`src/rtl/sm83_irq_sequencer.sv`:
```
// sm83_irq_sequencer: SM83 interrupt state (IF, IME, EI delay) and 5-M-cycle dispatch sequencer
//
// Optional feature macro: SM83_HALT_BUG_EN (adds halt_cmd input and halt_bug output).
//
// Ports:
//   clk, rst              core T-cycle clock, async active-high reset
//   mcyc_stb              pulse on the last T-cycle of each M-cycle
//   instr_bnd             opcode-fetch boundary, qualified by mcyc_stb
//   irq_src               one-clk request pulses from peripherals
//   if_wr, if_wdata       CPU write to FF0F
//   if_rdata              FF0F read value {3'b111, IF}
//   ie                    IE[4:0] from the register file
//   ei_cmd/di_cmd/reti_cmd  EI / DI / RETI executed
//   pc_in                 current PC
//   busy                  dispatch in progress, decoder stalls
//   sp_dec, push_wr       SP decrement and push strobes (level per M-cycle)
//   push_data             byte pushed this M-cycle
//   pc_load, pc_vec       PC load strobe and dispatch target
//   wake                  |(IF & IE), HALT exit regardless of IME
//   ime                   current IME
//   halt_cmd, halt_bug    (SM83_HALT_BUG_EN only) HALT request and one-M-cycle HALT-bug pulse
module sm83_irq_sequencer #(
   parameter int          N_IRQ    = 5,
   parameter logic [15:0] VEC_BASE = 16'h0040
) (
   input  logic             clk,
   input  logic             rst,
   input  logic             mcyc_stb,
   input  logic             instr_bnd,
   input  logic [N_IRQ-1:0] irq_src,
   input  logic             if_wr,
   input  logic [N_IRQ-1:0] if_wdata,
   output logic [7:0]       if_rdata,
   input  logic [N_IRQ-1:0] ie,
   input  logic             ei_cmd,
   input  logic             di_cmd,
   input  logic             reti_cmd,
   input  logic [15:0]      pc_in,
   output logic             busy,
   output logic             sp_dec,
   output logic             push_wr,
   output logic [7:0]       push_data,
   output logic             pc_load,
   output logic [15:0]      pc_vec,
   output logic             wake,
`ifdef SM83_HALT_BUG_EN
   input  logic             halt_cmd,
   output logic             halt_bug,
`endif
   output logic             ime
);
   localparam int SW = $clog2(N_IRQ);
   typedef enum logic [2:0] {IDLE, W1, W2, PUSH_HI, PUSH_LO, JUMP} state_t;
   state_t           state;
   logic [N_IRQ-1:0] if_q;
   logic [N_IRQ-1:0] pend;
   logic [N_IRQ-1:0] clr_mask;
   logic [SW-1:0]    sel;
   logic             sel_none;
   logic             ei_pend;
   logic             stb_bnd;
   logic             take;

   // bit 0 has the highest priority
   function automatic logic [SW-1:0] low_idx(input logic [N_IRQ-1:0] v);
      low_idx = '0;
      for (int i = N_IRQ - 1; i >= 0; i--)
         if (v[i]) low_idx = SW'(i);
   endfunction

   always_comb begin
      pend     = if_q & ie;
      stb_bnd  = mcyc_stb & instr_bnd;
      take     = (state == IDLE) && stb_bnd && ime && (|pend);
      clr_mask = (state == JUMP && mcyc_stb && !sel_none) ? (N_IRQ'(1) << sel) : '0;
   end

   assign wake     = |pend;
   assign if_rdata = {{(8 - N_IRQ){1'b1}}, if_q};

   always_ff @(posedge clk or posedge rst)
      if (rst) begin
         state     <= IDLE;
         if_q      <= '0;
         ime       <= 1'b0;
         ei_pend   <= 1'b0;
         sel       <= '0;
         sel_none  <= 1'b0;
         busy      <= 1'b0;
         sp_dec    <= 1'b0;
         push_wr   <= 1'b0;
         push_data <= 8'h00;
         pc_load   <= 1'b0;
         pc_vec    <= 16'h0000;
      end else begin
         // a fresh request always wins over a write or a dispatch clear of the same bit
         if_q <= ((if_wr ? if_wdata : if_q) & ~clr_mask) | irq_src;
         if (state == IDLE) begin
            if (take || di_cmd) begin
               ime     <= 1'b0;
               ei_pend <= 1'b0;
            end else begin
               // EI takes effect one boundary late so exactly one more instruction runs
               if (reti_cmd || (stb_bnd && ei_pend)) ime <= 1'b1;
               if (ei_cmd) ei_pend <= 1'b1;
               else if (stb_bnd) ei_pend <= 1'b0;
            end
         end
         if (mcyc_stb)
            case (state)
               IDLE: if (take) begin
                  state <= W1;
                  busy  <= 1'b1;
               end
               W1: state <= W2;
               W2: begin
                  state     <= PUSH_HI;
                  sp_dec    <= 1'b1;
                  push_wr   <= 1'b1;
                  push_data <= pc_in[15:8];
               end
               PUSH_HI: begin
                  // the high push may have overwritten IE, so resolve only now
                  state     <= PUSH_LO;
                  push_data <= pc_in[7:0];
                  sel       <= low_idx(pend);
                  sel_none  <= ~|pend;
                  pc_vec    <= (|pend) ? VEC_BASE + 16'({low_idx(pend), 3'b000}) : 16'h0000;
               end
               PUSH_LO: begin
                  state     <= JUMP;
                  sp_dec    <= 1'b0;
                  push_wr   <= 1'b0;
                  push_data <= 8'h00;
                  pc_load   <= 1'b1;
               end
               JUMP: begin
                  state   <= IDLE;
                  pc_load <= 1'b0;
                  busy    <= 1'b0;
               end
               default: state <= IDLE;
            endcase
      end

`ifdef SM83_HALT_BUG_EN
   always_ff @(posedge clk or posedge rst)
      if (rst) halt_bug <= 1'b0;
      else if (mcyc_stb) halt_bug <= halt_cmd && !ime && (|pend) && (state == IDLE);
`endif
endmodule

```
`config.mk`:
```
export PLATFORM = sky130hd
export DESIGN_NAME = sm83_irq_sequencer
export DESIGN_NICKNAME = d
export VERILOG_FILES = /design/src/rtl/sm83_irq_sequencer.sv
export SDC_FILE = /design/constraint.sdc
export NUM_CORES = 1
export LEC_CHECK = 0
export CORE_MARGIN = 2
export CORE_UTILIZATION = 30
export DETAILED_ROUTE_END_ITERATION = 6
export PLACE_DENSITY = 0.66
export RECOVER_POWER = 50
export SLEW_MARGIN = 20
export SYNTH_ARGS = -nofsm -noshare
export SYNTH_HDL_FRONTEND = slang
export SYNTH_SLANG_ARGS = --single-unit
export TNS_END_PERCENT = 5
```
`constraint.sdc`:
```
create_clock -name clk -period 3.9 [get_ports clk]
set_clock_uncertainty 0.1 [all_clocks]
set_input_delay 0.78 -clock clk [delete_from_list [all_inputs] [get_ports clk]]
set_output_delay 0.78 -clock clk [all_outputs]
set_load 0.005 [all_outputs]
```
==> flow_summary.toml, run 1 <==
[clocking]
post_cts_buffers = 0
insertion_delay_ns = 0.28
root_buffer = "clkbuf_8"
numCtsBuffers = 5
cts_tree = "yes"
cts-resized-gates = 0
htreeDepth = 2
clock-sinks = 29
clk_pin_slew_worst_paths_ns = 0.06
holdBufCountCts = 0
clk_path_buf_depth = 2

[run_status]
violations = "capacitance limit, slew limit"
status = "complete, but fails checks"

[timing]
min_period_ns = 3.17
hold_violations = 0
finalSetupViolCount = 0
fmax_mhz = 315
finalMaxSlewViolations = 30
fin_tns_setup_ns = 0
max-slew-margin-rel_pct = -7.81
whs_ns = 0.385
period_share_pct = 81.3
tightest_slew_ns = 1.62
rsz0062_at_grt = "false"

[detailed_routing]
vias_per_cell = 4.91
vias = 1458
wl_um = 4020
drt_pass1_iterations = 4
drt_iter0_drc = 34
wl_per_cell_um = 13.5
antenna_left = 0
drc = 0

[critical_path]
path_max_fanout = 3
reg2reg_to = "push_data[4]"
arrival_ns = 2.29
reg2reg_depth = 3
crit_type = "primary input to output port"
crit_path_start = "ie[1]"
crit_required_ns = 3.02
crit_path_end = "wake"
start_kind = "primary input"
end_kind = "output port"
ff2ff_setup_slack_ns = 1.55
reg2reg_from = "state[2]"

[floorplan]
die-area_mm2 = 0.00631
io_pins = 77
die_w_um = 79.4
rows = 27
die_h_um = 79.4
core_area_mm2 = 0.00551
initial_core_util_pct = 31.0

[yosys]
postSynthAreaPerCell_um2 = 10.1
ys.flop_type = "dfrtp_1"
synth-edff-count = 0
ys_ff_latch = 29
ys_seq_area_share_pct = 42.5
synth-async-reset-ratio_pct = 100
ys_warn_count = 0
synthCells = 169
synth.distinct_cells = 45
syn-cell-area_mm2 = 0.00171

[place]
dpl.cell_count = 289
hpwlAfterDp_um = 2980
io_buffers = 61
gp_congestion = 0.798

[power]
leakagePower_nw = 1.01
power_density_mw_per_mm2 = 578
peakVddDrop_v = 0.000211
power_mw = 1.38

[job]
drv_cap = 1

[finish]
diodes = 0
synthToLayoutAreaGrowth_pct = 40.1
final_cells = 297
drive_gt1_share_pct = 4.89
finalNetCount = 263
utilization_pct = 43.4

[global_route]
overflow = 0
grt_max_degree = 30
grt_pass1_wl_um = 6590
track_usage_pct = 13.6
antenna_found_initial = 0
grt_pass1_vias = 1383

[min_path]
holdCritPathClass = "flop to flop"
[cells by family after synthesis]
family                 Yosys count  synth area share [%]
AO/OA/AOI/OAI                   39                  16.2
AND/OR/NAND/NOR                 45                  18.1
flip-flops                      29                  42.5
multiplexers                    15                  9.24
other                            2                 0.440
buffers and inverters           39                  13.5
[layer usage]
metal	global-route usage [%]	wire length, µm	up-vias
met1	17.0	1780	700
met3	4.52	254	6
li1	-	-	703
met4	5.17	61	0
met5	0	0	-
met2	21.8	1930	49
[cell type report]
cell class,count,area [µm²]
clock inverter,1,30.0
inverter,12,45.0
clock buffer,7,86.3
tap,72,90.1
timing repair buffer,62,614
sequential,29,726
multi-input combinational,114,800
fill,532,3120
[how the worst min path moves through the flow]
stage,startpoint,to,slack (ns),cells past startpoint
2_1_floorplan,sel_none,sel_none,0.37,2
3_3_place_gp,pc_vec[3],pc_vec[3],0.37,2
3_5_place_dp,pc_vec[3],pc_vec[3],0.38,2
4_1_cts,pc_vec[3],pc_vec[3],0.39,2
5_1_grt,pc_vec[3],pc_vec[3],0.43,2
6_report,pc_vec[3],pc_vec[3],0.39,2
[sequential cells by signal, summed over array words and instances, names as in the netlist]
name	flops
push_wr	1
pc_load	1
if_q	5
push_data	8
busy	1
sel	3
state	3
pc_vec	4
sel_none	1
ei_pend	1
ime	1
[placed cells by master, fill, tap and decap left out, types with 2 or more instances in the layout]
cell             Yosys  final
o21ai_1              8      8
a21o_1               5      5
mux2_1               5      5
a221o_1              2      2
mux2i_1              9      9
nor2_1               5      5
clkbuf_8             0      6
nor2b_1              2      2
inv_1               11     11
and4b_1             10     10
a31oi_1             11     11
conb_1               2     15
nand2b_1             2      2
dlygate4sd3_1        0      9
clkdlybuf4s50_1      0     52
dfrtp_1             29     29
clkbuf_1             2      2
nand2_1             11     11
nand4b_1             4      4
[critical path, stage by stage]
cell             delay (ns)
clkdlybuf4s50_1        0.44
a222oi_1               0.43
nand2_1                0.15
clkdlybuf4s50_1        0.49
[report_power, final]
part	internal, mW	switching [mW]
Sequential	0.409	0.132
Combinational	0.309	0.207
Clock	0.208	0.116
Total	0.926	0.455
[cells in the mapped netlist (all sizes together), types with 2 or more instances]
cell type	instances	area (µm²)
nand2b	2	12.5
mux2i	9	90.1
conb	2	7.51
nor2b	2	12.5
inv	12	45.0
and4b	10	100
mux2	6	67.6
nand4b	4	35.0
a221o	2	20.0
buf	25	178
nor2	5	18.8
o21ai	8	40.0
dfrtp	29	726
nor4b	2	23.8
a31oi	11	68.8
a21o	5	37.5
clkbuf	2	7.51
a21boi	2	18.8
nand2	11	41.3
[per-stage QoR]
| stage | instance area (µm²) | worst slack, ns |
|---|---|---|
| floorplan | 1760 | 1.77 |
| global route | 2390 | 0.635 |
| CTS | 2390 | 0.698 |
| global placement | 2280 | 0.737 |
| detailed placement | 2280 | 0.699 |
| finish | 2390 | 0.729 |
Power figures use the tool's default switching activity.
==> run 2: changes to the inputs <==
==> constraint.sdc (replaced) <==
create_clock -name clk -period 3.3 [get_ports clk]
set_clock_uncertainty 0.1 [all_clocks]
set_input_delay 0.66 -clock clk [delete_from_list [all_inputs] [get_ports clk]]
set_output_delay 0.66 -clock clk [all_outputs]
set_load 0.005 [all_outputs]
==> run 2 against run 1 <==
  * The flow still finishes with violations (capacitance limit, slew limit)
  * Register-to-register slack worse by 0.56 ns
  * Utilization is 0.34 points lower
  * Combinational power is 26% higher
  * Total power is 11% higher
  * Worst setup slack worse by 0.42 ns
  * Flip-flop and latch count stayed put
  * Count of clock-buffer cells in the layout is 1 lower
==> flow_summary.toml, run 2 (same netlist as run 1, synthesis figures left out) <==
[timing]
tightest_slew_ns = 1.61
rsz0062_at_grt = "false"
fin_tns_setup_ns = 0
fmax_mhz = 335
min_period_ns = 2.99
hold_violations = 0
period_share_pct = 90.5
whs_ns = 0.389
finalMaxSlewViolations = 30
finalSetupViolCount = 0
max-slew-margin-rel_pct = -7.22

[critical_path]
path_max_fanout = 3
end_kind = "output port"
arrival_ns = 2.23
crit_type = "primary input to output port"
cp_top_family = "buffers and inverters"
crit_slowest_cell = "clkdlybuf4s50_1"
crit_buf_inv = 2
crit_required_ns = 2.54
start_kind = "primary input"
ff2ff_setup_slack_ns = 0.99
crit_chain = "clkdlybuf4s50_1, a222oi_1, nand2_1, clkdlybuf4s50_1"
slowest_delay_ns = 0.49
cpMostUsedCell = "clkdlybuf4s50_1"

[power]
power_mw = 1.54
leakagePower_nw = 1.01
peakVddDrop_v = 0.000253
power_density_mw_per_mm2 = 649

[floorplan]
die_h_um = 79.4
core_area_mm2 = 0.00551
die-area_mm2 = 0.00631
io_pins = 77
initial_core_util_pct = 31.0
rows = 27
die_w_um = 79.4

[detailed_routing]
drc = 0
vias = 1444
vias_per_cell = 4.83
wl_um = 4000
wl_per_cell_um = 13.4
drt_iter0_drc = 58
antenna_left = 0
drt_pass1_iterations = 4

[global_route]
antenna_found_initial = 0
grt_pass1_wl_um = 6530
grt_pass1_vias = 1412
track_usage_pct = 13.2
grt_max_degree = 30
overflow = 0

[place]
hpwlAfterDp_um = 2970
io_buffers = 61
placed_cell_area_mm2 = 0.00229
gp_congestion = 0.748

[clocking]
htreeDepth = 2
clock-sinks = 29
clk_path_buf_depth = 2
post_cts_buffers = 0
cts_tree = "yes"
clk_pin_slew_worst_paths_ns = 0.06
numCtsBuffers = 5
holdBufCountCts = 0
insertion_delay_ns = 0.28
root_buffer = "clkbuf_8"
cts-resized-gates = 0

[min_path]
holdCritPathClass = "flop to flop"

[finish]
synthToLayoutAreaGrowth_pct = 39.0
fill_cells = 541
finalNetCount = 265
final_cell_mix = "clkdlybuf4s50_1, dfrtp_1, conb_1"
layout_commonest_cell = "clkdlybuf4s50_1"
largest_register = "push_data"
reg_top3 = "push_data: 8 flops, if_q: 5 flops, pc_vec: 4 flops"
diodes = 0
drive_gt1_share_pct = 5.73
largest_reg_flops = 8
postLayoutCellArea_mm2 = 0.00237

[run_status]
status = "complete, but fails checks"
violations = "capacitance limit, slew limit"

[job]
drv_cap = 1
## run 2: layer usage
metal  part of all wire (%)  global-route usage (%)
met5                      0                       0
met4                   0.42                    3.10
met3                    6.7                    4.41
met2                     48                    21.9
met1                     45                    16.5
## run 2: final cells by class
cell class              count  area (µm²)  share of cell area, %
multi-input cells         114         800                   33.7
flip-flops and latches     29         726                   30.6
repair buffers             64         629                   26.5
well taps                  72        90.1                   3.80
clock buffers               6        72.6                   3.06
inverters                  12        45.0                   1.90
clock inverters             2        10.0                  0.422
## run 2: power breakdown
| part | switching, mW | total (mW) | internal (mW) |
|---|---|---|---|
| combinational | 0.272 | 0.648 | 0.376 |
| clock | 0.131 | 0.276 | 0.146 |
| sequential | 0.130 | 0.615 | 0.485 |
| total | 0.533 | 1.54 | 1.01 |
## run 2: worst paths after layout
path                           start      endpoint  cells past startpoint
min in group asynchronous        rst     pc_vec[4]                      3
max in group asynchronous        rst       pc_load                      3
setup / recovery               ie[1]          wake                      4
hold reg to reg            pc_vec[3]     pc_vec[3]                      2
setup reg to reg            state[2]  push_data[2]                      3
hold / removal             pc_vec[3]     pc_vec[3]                      2
## run 2: per-stage QoR
step,setup slack [ns],utilization (%),cells
after floorplan,1.41,-,182
after global placement,0.407,41.6,291
after detailed placement,0.362,41.6,291
after CTS,0.357,43.1,299
after global routing,0.230,43.1,299
final,0.313,43.1,299
## run 2: worst register-to-register path, cell delays in order, from the launching register on
cell      delay, ns
dfrtp_1        0.73
or3b_1         0.59
a21boi_2       0.56
mux2i_1        0.26
==> run 3: changes to the inputs <==
--- a/config.mk
+++ b/config.mk
@@ -8,7 +8,7 @@
 export CORE_MARGIN = 2
 export CORE_UTILIZATION = 30
 export DETAILED_ROUTE_END_ITERATION = 6
-export PLACE_DENSITY = 0.66
+export PLACE_DENSITY = 0.69
 export RECOVER_POWER = 50
 export SLEW_MARGIN = 20
 export SYNTH_ARGS = -nofsm -noshare
==> run 3 against run 2 <==
  * The run still ends with capacitance limit, slew limit left
  * Total power is 1.4% higher
  * Cell count is 0.33% higher
  * Via count is 2.4% lower
  * Clock power is 5% higher
  * Utilization is 0.27 points higher
  * Worst setup slack better by 0.051 ns
  * Die area stayed put
  * Count of clock-buffer cells in the layout is 1 higher
  * Sequential share of layout area is 0.19 points lower
  * Combinational power is 5.6% higher
  * Largest cell class unchanged
==> flow_summary.toml, run 3 (same netlist as run 1, synthesis figures left out) <==
[run_status]
status = "complete, but fails checks"
violations = "capacitance limit, slew limit"

[global_route]
grt_max_degree = 30
antenna_found_initial = 0
overflow = 0
track_usage_pct = 12.8
grt_pass1_vias = 1355
grt_pass1_wl_um = 6350

[job]
drv_cap = 1

[clocking]
insertion_delay_ns = 0.28
htreeDepth = 2
holdBufCountCts = 0
cts-resized-gates = 0
root_buffer = "clkbuf_8"
cts_tree = "yes"
clk_pin_slew_worst_paths_ns = 0.06
clock-sinks = 29
numCtsBuffers = 5
clk_path_buf_depth = 2
post_cts_buffers = 0

[detailed_routing]
vias_per_cell = 4.70
drt_iter0_drc = 63
drt_pass1_iterations = 4
wl_um = 3770
drc = 0
wl_per_cell_um = 12.6
antenna_left = 0
vias = 1409

[floorplan]
die_h_um = 79.4
io_pins = 77
initial_core_util_pct = 31.0
rows = 27
die_w_um = 79.4
core_area_mm2 = 0.00551
die-area_mm2 = 0.00631

[timing]
period_share_pct = 89.0
setup_slack_ns = 0.364
max-slew-margin-rel_pct = -3.50
finalSetupViolCount = 0
fin_tns_setup_ns = 0
rsz0062_at_grt = "false"
finalMaxSlewViolations = 30
min_period_ns = 2.94
hold_violations = 0
fmax_mhz = 341
tightest_slew_ns = 1.55

[critical_path]
path_max_fanout = 3
cpMostUsedCell = "clkdlybuf4s50_1"
crit_type = "primary input to output port"
cp_top_family = "buffers and inverters"
crit_chain = "clkdlybuf4s50_1, a222oi_1, nand2_1, clkdlybuf4s50_1"
crit_slowest_cell = "clkdlybuf4s50_1"
crit_required_ns = 2.54
end_kind = "output port"
crit_buf_inv = 2
arrival_ns = 2.18
slowest_delay_ns = 0.49
start_kind = "primary input"

[finish]
reg_top3 = "push_data: 8 flops, if_q: 5 flops, pc_vec: 4 flops"
largest_register = "push_data"
drive_gt1_share_pct = 5.70
layout_commonest_cell = "clkdlybuf4s50_1"
final_cell_mix = "clkdlybuf4s50_1, dfrtp_1, conb_1"
synthToLayoutAreaGrowth_pct = 39.9
fill_cells = 549
diodes = 0
finalNetCount = 267
largest_reg_flops = 8

[power]
peakVddDrop_v = 0.000208
leakagePower_nw = 1.01
power_mw = 1.56
power_density_mw_per_mm2 = 654

[place]
io_buffers = 61
post-place-ws_ns = 0.368
hpwlAfterDp_um = 2850
gp_congestion = 0.793

[min_path]
holdCritPathClass = "flop to flop"
==> run 3: changes by cell type in the layout (fill, tap and decap cells not counted), sizes merged <==
cell,before,now
clkbuf,7,9
buf,2,3
clkdlybuf4s50,52,53
dlygate4sd3,9,8
clkinv,2,0
==> run 3: final timing paths <==
| check | endpoint | startpoint | slack, ns | depth (start not counted) |
|---|---|---|---|---|
| max | wake | ie[1] | 0.36 | 4 |
| min | pc_vec[3] | pc_vec[3] | 0.38 | 2 |
| max reg2reg | push_data[4] | state[2] | 1.02 | 3 |
| min reg2reg | pc_vec[3] | pc_vec[3] | 0.38 | 2 |
| max in group asynchronous | push_data[4] | rst | 0.93 | 3 |
| min in group asynchronous | pc_vec[3] | rst | 1.26 | 3 |
==> run 3: routing by layer <==
| metal | track usage, % | vias up | wire [µm] |
|---|---|---|---|
| met3 | 3.17 | 6 | 223 |
| met5 | 0 | - | 0 |
| li1 | - | 703 | - |
| met1 | 16.7 | 650 | 1740 |
| met2 | 20.1 | 50 | 1760 |
| met4 | 5.69 | 0 | 44 |
==> run 3: per-stage QoR <==
step	utilization [%]	hold slack (ns)	std cells	area, µm²
final	43.4	0.377	300	2390
after floorplan	-	0.370	182	1760
after global routing	43.4	0.407	300	2390
after global placement	41.9	0.371	293	2310
after CTS	43.5	0.390	300	2390
after detailed placement	41.9	0.377	293	2310
==> run 3: final cells by class <==
type	instances	area, µm²	share of cell area (%)
multi-input cells	114	800	33.5
flip-flops and latches	29	726	30.4
repair buffers	66	641	26.8
well taps	72	90.1	3.77
clock buffers	7	86.3	3.62
inverters	12	45.0	1.89
==> run 3: worst register-to-register path, cell delays in order (launching register included) <==
cell and delay [ns]:
dfrtp_1 0.71, or3b_1 0.59, a21boi_2 0.55, mux2i_1 0.25
==> run 3: power by group <==
part           internal, mW  switching [mW]
Clock                 0.165           0.126
Sequential            0.485           0.101
Combinational         0.383           0.301
Total                  1.03           0.528
